**src/rtl/xdma_dsc_byp_sched.sv**
```systemverilog
// Round-robin scheduler of NUM_REQ descriptor requesters onto the XDMA H2C/C2H descriptor bypass ports.
// Latency: grant is combinational, load rises 1 cycle after grant; backpressure: per-direction output
// register holds until engine ready, and credit limit MAX_OUTST. Optional DSC_BYP_STATS_EN adds issue counters.
module xdma_dsc_byp_sched #(
    parameter int NUM_REQ   = 4,
    parameter int LEN_W     = 28,
    parameter int MAX_OUTST = 8
) (
    input  logic                     axi_aclk,
    input  logic                     axi_areset,
    input  logic [NUM_REQ-1:0]       req_valid,
    output logic [NUM_REQ-1:0]       req_ready,
    input  logic [NUM_REQ-1:0]       req_dir,
    input  logic [NUM_REQ*64-1:0]    req_src_addr,
    input  logic [NUM_REQ*64-1:0]    req_dst_addr,
    input  logic [NUM_REQ*LEN_W-1:0] req_len,
    input  logic [NUM_REQ*16-1:0]    req_ctl,
    output logic                     h2c_dsc_byp_load,
    input  logic                     h2c_dsc_byp_ready,
    output logic [63:0]              h2c_dsc_byp_src_addr,
    output logic [63:0]              h2c_dsc_byp_dst_addr,
    output logic [LEN_W-1:0]         h2c_dsc_byp_len,
    output logic [15:0]              h2c_dsc_byp_ctl,
    output logic                     c2h_dsc_byp_load,
    input  logic                     c2h_dsc_byp_ready,
    output logic [63:0]              c2h_dsc_byp_src_addr,
    output logic [63:0]              c2h_dsc_byp_dst_addr,
    output logic [LEN_W-1:0]         c2h_dsc_byp_len,
    output logic [15:0]              c2h_dsc_byp_ctl,
    input  logic                     h2c_done,
    input  logic                     c2h_done,
    output logic [3:0]               h2c_outst,
    output logic [3:0]               c2h_outst,
    output logic [2:0]               last_grant,
    output logic                     err_zero_len,
    output logic                     err_underflow
`ifdef DSC_BYP_STATS_EN
    ,
    output logic [31:0]              h2c_issued_cnt,
    output logic [31:0]              c2h_issued_cnt
`endif
);

    localparam int IDX_W = (NUM_REQ > 1) ? $clog2(NUM_REQ) : 1;

    typedef struct packed {
        logic [63:0]      src;
        logic [63:0]      dst;
        logic [LEN_W-1:0] len;
        logic [15:0]      ctl;
    } dsc_t;

    // Index 0 is H2C, index 1 is C2H throughout.
    dsc_t             dsc_q [2];
    logic [3:0]       outst_q [2];
    logic [1:0]       load_q;
    logic [1:0]       byp_rdy;
    logic [1:0]       done_in;
    logic [1:0]       xfer;
    logic [1:0]       dir_elig;
    logic [1:0]       capture;
    logic [IDX_W-1:0] rr_ptr;
    logic [IDX_W-1:0] rr_nxt;
    logic [IDX_W-1:0] grant_idx;
    logic [2:0]       last_grant_q;
    logic             zlen_pulse_q;
    logic             underflow_q;
    logic [NUM_REQ-1:0] zlen;
    logic [NUM_REQ-1:0] req_elig;
    logic             grant_vld;
    logic             gnt_dir;
    logic             gnt_zlen;
    dsc_t             gnt_dsc;

    assign byp_rdy = {c2h_dsc_byp_ready, h2c_dsc_byp_ready};
    assign done_in = {c2h_done, h2c_done};
    assign xfer    = load_q & byp_rdy;

    // A held descriptor already counts against the credit budget.
    always_comb begin
        dir_elig = '0;
        for (int d = 0; d < 2; d++) begin
            dir_elig[d] = (!load_q[d] || byp_rdy[d]) &&
                          ((5'(outst_q[d]) + 5'(load_q[d])) < 5'(MAX_OUTST));
        end
    end

    always_comb begin
        zlen     = '0;
        req_elig = '0;
        for (int i = 0; i < NUM_REQ; i++) begin
            zlen[i]     = (req_len[i*LEN_W +: LEN_W] == '0);
            req_elig[i] = req_valid[i] && (zlen[i] || dir_elig[req_dir[i]]);
        end
    end

    // Two passes give the circular scan starting at rr_ptr.
    always_comb begin
        grant_vld = 1'b0;
        grant_idx = '0;
        for (int i = 0; i < NUM_REQ; i++) begin
            if (!grant_vld && req_elig[i] && (IDX_W'(i) >= rr_ptr)) begin
                grant_vld = 1'b1;
                grant_idx = IDX_W'(i);
            end
        end
        for (int i = 0; i < NUM_REQ; i++) begin
            if (!grant_vld && req_elig[i] && (IDX_W'(i) < rr_ptr)) begin
                grant_vld = 1'b1;
                grant_idx = IDX_W'(i);
            end
        end
        if (axi_areset) begin
            grant_vld = 1'b0;
        end
    end

    always_comb begin
        gnt_dsc   = '0;
        gnt_dir   = 1'b0;
        gnt_zlen  = 1'b0;
        req_ready = '0;
        for (int i = 0; i < NUM_REQ; i++) begin
            if (IDX_W'(i) == grant_idx) begin
                gnt_dsc.src  = req_src_addr[i*64 +: 64];
                gnt_dsc.dst  = req_dst_addr[i*64 +: 64];
                gnt_dsc.len  = req_len[i*LEN_W +: LEN_W];
                gnt_dsc.ctl  = req_ctl[i*16 +: 16];
                gnt_dir      = req_dir[i];
                gnt_zlen     = zlen[i];
                req_ready[i] = grant_vld;
            end
        end
    end

    assign capture[0] = grant_vld && !gnt_zlen && !gnt_dir;
    assign capture[1] = grant_vld && !gnt_zlen && gnt_dir;
    assign rr_nxt     = (grant_idx == IDX_W'(NUM_REQ - 1)) ? '0 : grant_idx + IDX_W'(1);

    always_ff @(posedge axi_aclk or posedge axi_areset) begin
        if (axi_areset) begin
            rr_ptr       <= '0;
            last_grant_q <= '0;
            zlen_pulse_q <= 1'b0;
            underflow_q  <= 1'b0;
            load_q       <= '0;
            for (int d = 0; d < 2; d++) begin
                dsc_q[d]   <= '0;
                outst_q[d] <= '0;
            end
        end else begin
            zlen_pulse_q <= grant_vld && gnt_zlen;
            if (grant_vld) begin
                rr_ptr       <= rr_nxt;
                last_grant_q <= 3'(grant_idx);
            end
            for (int d = 0; d < 2; d++) begin
                if (capture[d]) begin
                    dsc_q[d]  <= gnt_dsc;
                    load_q[d] <= 1'b1;
                end else if (xfer[d]) begin
                    load_q[d] <= 1'b0;
                end
                // A completion with nothing in flight is dropped and flagged.
                if (done_in[d] && (outst_q[d] == 4'd0)) begin
                    underflow_q <= 1'b1;
                    outst_q[d]  <= outst_q[d] + 4'(xfer[d]);
                end else begin
                    outst_q[d]  <= outst_q[d] + 4'(xfer[d]) - 4'(done_in[d]);
                end
            end
        end
    end

`ifdef DSC_BYP_STATS_EN
    logic [31:0] issued_q [2];

    always_ff @(posedge axi_aclk or posedge axi_areset) begin
        if (axi_areset) begin
            issued_q[0] <= '0;
            issued_q[1] <= '0;
        end else begin
            for (int d = 0; d < 2; d++) begin
                if (xfer[d] && (issued_q[d] != 32'hFFFF_FFFF)) begin
                    issued_q[d] <= issued_q[d] + 32'd1;
                end
            end
        end
    end

    assign h2c_issued_cnt = issued_q[0];
    assign c2h_issued_cnt = issued_q[1];
`endif

    assign h2c_dsc_byp_load     = load_q[0];
    assign h2c_dsc_byp_src_addr = dsc_q[0].src;
    assign h2c_dsc_byp_dst_addr = dsc_q[0].dst;
    assign h2c_dsc_byp_len      = dsc_q[0].len;
    assign h2c_dsc_byp_ctl      = dsc_q[0].ctl;
    assign c2h_dsc_byp_load     = load_q[1];
    assign c2h_dsc_byp_src_addr = dsc_q[1].src;
    assign c2h_dsc_byp_dst_addr = dsc_q[1].dst;
    assign c2h_dsc_byp_len      = dsc_q[1].len;
    assign c2h_dsc_byp_ctl      = dsc_q[1].ctl;
    assign h2c_outst            = outst_q[0];
    assign c2h_outst            = outst_q[1];
    assign last_grant           = last_grant_q;
    assign err_zero_len         = zlen_pulse_q;
    assign err_underflow        = underflow_q;

endmodule
```
**config.mk**
```make
export PLATFORM = sky130hd
export DESIGN_NAME = xdma_dsc_byp_sched
export DESIGN_NICKNAME = d
export VERILOG_FILES = /design/src/rtl/xdma_dsc_byp_sched.sv
export SDC_FILE = /design/constraint.sdc
export NUM_CORES = 1
export LEC_CHECK = 0
export CAP_MARGIN = 20
export CORE_AREA = 2 2 414 416
export DETAILED_ROUTE_END_ITERATION = 10
export DIE_AREA = 0 0 416 418
export PLACE_DENSITY = 0.3
export SETUP_SLACK_MARGIN = 0.5
export SLEW_MARGIN = 20
export SYNTH_ARGS = -nofsm -noshare
export SYNTH_HDL_FRONTEND = slang
export SYNTH_SLANG_ARGS = --single-unit
export TNS_END_PERCENT = 20
```
**constraint.sdc**
```tcl
create_clock -name axi_aclk -period 14.2 [get_ports axi_aclk]
set_clock_uncertainty 0.05 [all_clocks]
set_input_delay 2.84 -clock axi_aclk [delete_from_list [all_inputs] [get_ports axi_aclk]]
set_output_delay 2.84 -clock axi_aclk [all_outputs]
set_load 0.005 [all_outputs]
```
==> flow_summary_export.csv <==
group,metric,value,unit
timing,slew_headroom,0.283,
die,design.die.area,0.174,sq mm
global_routing,overflow,0,
timing,final-hold-violation-count,0,
yosys,yosys.area_share.xor_xnor,0.00348,
flow_run,cap_violations,0,
yosys,synth_top_family_by_area,"multiplexers",
yosys,synth_area,0.0201,sq mm
die,coreArea,0.169,sq mm
route,drc,0,
critical_path,crit_required,11.31,ns
global_routing,grt_max_degree,142,
route,dr.first_iter.drc_count,961,
critical_path,critPathKind,"in2out",
critical_path,rrSetupSlack,7.74,ns
final_layout,layout-drive-gt1-share,0.146,
power,power_density,223,mW/mm^2
critical_path,cp_slowest_stage_delay,0.75,ns
run_status,status,"finished, final reports clean",
global_routing,grt_pass1_vias,21050,
yosys,synth_cell_types,42,
timing,setup_violations,0,
clock_network,clk_latency,0.62,ns
power,vdd_drop_max,0.129,mV
worst_hold_path,min_to,"err_underflow$_DFFE_PP0P_",
timing,fin_tns_setup,0,ns
timing,fin_crit_sh,0.701,
route,wl_per_cell,24.2,microns
place,io_buffers,1063,
timing,max_freq,100,MHz
final_layout,area_delta_synth_final,74.0,%
clock_network,cts_root_buf,"clkbuf_16",
place,place.detailed.hpwl,105000,microns
clock_network,post_cts_buffers,0,
die,ios,1065,
yosys,synthAdderAreaFrac,0.00747,
clock_network,clkTransAtPathRegs,0.05,ns
critical_path,r2r-start,"c2h_outst[1]$_DFF_PP0_",
final_layout,finish.utilization,0.207,
place,routabilityCongestion,0.860,
global_routing,grt_pass1_wl,177000,microns
route,viasPerCell,3.67,
worst_hold_path,holdPathStages,1,
final_layout,fin_nets,3912,
yosys,yosysWarnings,0,
yosys,synth_mux_area_frac,0.209,
critical_path,path_max_fanout,27,
die,die_h,418,microns
route,drtPass1Iterations,5,
critical_path,rr_endpoint,"c2h_dsc_byp_dst_addr[21]$_DFFE_PP0P_",
clock_network,clockBufferDepth,3,
yosys,ys_seq_elements,360,
critical_path,cp_cell_sequence,"clkdlybuf4s50_1 -> nor4_1 -> nand4_1 -> o22ai_1 -> o21ai_1 -> and2_1 -> a311oi_1 -> inv_1 -> ha_4 -> and2_1 -> clkdlybuf4s50_1",
route,detail-route-antenna-nets,0,
route,drt_wl_total,132000,microns
worst_hold_path,hp-class,"reg2reg",
global_routing,antenna_found_initial,38,
die,die_w,416,microns
die,core.rowCount,151,
critical_path,reg2reg_depth,14,
yosys,synth-compound-area-share,0.138,
yosys,syn-instance-count,2231,
clock_network,ctsResizeCount,0,
worst_hold_path,min_from,"err_underflow$_DFFE_PP0P_",
critical_path,start_kind,"input pin",
yosys,yosys.area_share.simple,0.154,
yosys,ys_seq_area_frac,0.448,
critical_path,worstPathArrival,7.07,ns
clock_network,cts.sinks,360,
timing,finalCriticalPeriod,9.96,ns
yosys,avgSynthCellArea,9.02,sq um
power,p_leak,13.9,nW
place,place_area,0.0331,sq mm
clock_network,cts_tree,"done",
yosys,syn-num-nets,2945,
critical_path,endpoint_kind,"output pin",
route,via_count,20120,
clock_network,cts_buffers,52,
timing,rsz0062_at_grt,"no",
final_layout,final_area,0.0350,sq mm
critical_path,cpMaxStageDelayCell,"nor4_1",
timing,slew_violations,0,
die,start_util,0.119,
timing,worstMarginPinSlew,1.06,ns
global_routing,grt_use_total,0.146,
clock_network,cts_hold_buf,0,
clock_network,h-tree-depth,2,
through the flow:
| step | std cells | power [W] | setup slack, ns | hold WS (ns) |
|---|---|---|---|---|
| global placement | 5362 | 0.00658 | 3.96 | 0.405 |
| CTS | 5459 | 0.00810 | 4.06 | 0.426 |
| detailed placement | 5362 | 0.00657 | 4.02 | 0.409 |
| floorplan | 2231 | 0.00409 | 1.32 | 0.414 |
| global route | 5471 | 0.00846 | 4.09 | 0.452 |
| finish | 5477 | 0.00782 | 4.24 | 0.425 |
power breakdown:
| part | switching, W | leakage, nW | internal [W] |
|---|---|---|---|
| combinational | 0.00250 | 8.41 | 0.00212 |
| sequential | 0.000258 | 4.56 | 0.00149 |
| clock | 0.000550 | 0.926 | 0.000898 |
| total | 0.00331 | 13.9 | 0.00451 |
cells by family after synthesis:
group | Yosys count
buffers and inverters | 184
other | 1
muxes | 346
xor gates and xnor gates | 8
and+or+nand+nor | 777
adders and majority gates | 12
AOI/OAI and AO/OA | 543
DFF | 360
registers in the layout, summed over array words and instances (netlist names):
| name | count |
|---|---|
| load_q | 2 |
| c2h_dsc_byp_ctl | 16 |
| c2h_outst | 4 |
| rr_ptr | 2 |
| c2h_dsc_byp_len | 28 |
| h2c_dsc_byp_dst_addr | 64 |
| err_underflow | 1 |
| c2h_dsc_byp_dst_addr | 64 |
| err_zero_len | 1 |
| h2c_outst | 4 |
| last_grant | 2 |
| h2c_dsc_byp_len | 28 |
| h2c_dsc_byp_src_addr | 64 |
| c2h_dsc_byp_src_addr | 64 |
| h2c_dsc_byp_ctl | 16 |
synthesized netlist by cell type, drive strengths merged:
| cell | count | share of area |
|---|---|---|
| dfrtp | 360 | 0.45 |
| nand2 | 353 | 0.066 |
| nor2 | 353 | 0.066 |
| a21oi | 351 | 0.087 |
| mux2 | 346 | 0.21 |
| o21ai | 179 | 0.045 |
| clkbuf | 118 | 0.022 |
| buf | 57 | 0.017 |
| nor4 | 30 | 0.0093 |
| and2 | 13 | 0.0040 |
| ha | 12 | 0.0075 |
| inv | 9 | 0.0017 |
| nand3 | 7 | 0.0017 |
| nand4 | 4 | 0.0012 |
| o22ai | 4 | 0.0012 |
| xnor2 | 4 | 0.0017 |
| xor2 | 4 | 0.0017 |
| a211oi | 2 | 0.00075 |
| nand2b | 2 | 0.00062 |
| nand3b | 2 | 0.00075 |
| nor2b | 2 | 0.00062 |
| nor3 | 2 | 0.00050 |
| nor4b | 2 | 0.00087 |
| o31ai | 2 | 0.0017 |
| or2 | 2 | 0.00062 |
| a21o | 1 | 0.00037 |
| a22oi | 1 | 0.00037 |
| a311oi | 1 | 0.00044 |
| a41oi | 1 | 0.00081 |
| and3 | 1 | 0.00031 |
| and3b | 1 | 0.00044 |
| and4 | 1 | 0.00044 |
| conb | 1 | 0.00019 |
| nor3b | 1 | 0.00037 |
| o21bai | 1 | 0.00037 |
| or3 | 1 | 0.00031 |
worst max-delay path by stage:
stage | start | slack [ns] | cells past startpoint | endpoint
detailed placement | req_len[110] | 4.02 | 17 | c2h_dsc_byp_src_addr[41]$_DFFE_PP0P_
global route | req_len[84] | 4.09 | 11 | req_ready[1]
floorplan | axi_areset | 1.32 | 1 | c2h_dsc_byp_ctl[0]$_DFFE_PP0P_
CTS | req_len[110] | 4.06 | 11 | req_ready[2]
finish | req_len[84] | 4.24 | 11 | req_ready[1]
global placement | req_len[110] | 3.96 | 17 | c2h_dsc_byp_src_addr[46]$_DFFE_PP0P_
placed cells by master, fill, tap and decap left out, types with 6 or more instances in the layout:
cell type,netlist,layout
clkdlybuf4s50_1,0,1063
a21oi_1,351,351
ha_1,12,8
clkbuf_1,118,7
o21ai_0,177,176
inv_1,9,8
and2_1,13,13
clkbuf_16,0,53
buf_4,7,19
dfrtp_1,360,360
clkbuf_8,0,10
buf_12,0,6
clkinv_2,0,13
mux2_4,80,80
nand3_1,7,7
mux2_2,266,266
bufinv_16,0,9
nor4_1,30,30
nand2_1,353,353
nor2_1,353,353
diode_2,0,18
worst max-delay path, delay by kind of cell:
family | cells | cell delay [ns]
simple gates | 4 | 1.48
buf+inv | 3 | 1.20
compound gates | 3 | 1.17
fa+ha+maj | 1 | 0.38
final cells by class:
cell class                      count  area, sq um
Clock inverter                     27          387
Antenna cell                       18         45.0
Timing Repair Buffer             1088        10900
Tap cell                         2218         2780
Fill cell                       18699       134000
Clock buffer                       70         1490
Multi-Input combinational cell   1687        10400
Inverter                            9         41.3
Sequential cell                   360         9010
per-layer routing:
metal / share of wire / GRT usage / vias up / wire length [microns]
li1: - / - / 9615 / -
met2: 0.53 / 0.273 / 717 / 70300
met1: 0.37 / 0.155 / 9599 / 48800
met3: 0.068 / 0.0420 / 169 / 9030
met4: 0.031 / 0.0537 / 20 / 4160
met5: 0.00088 / 0 / - / 117
(Power assumes the default switching activity.)
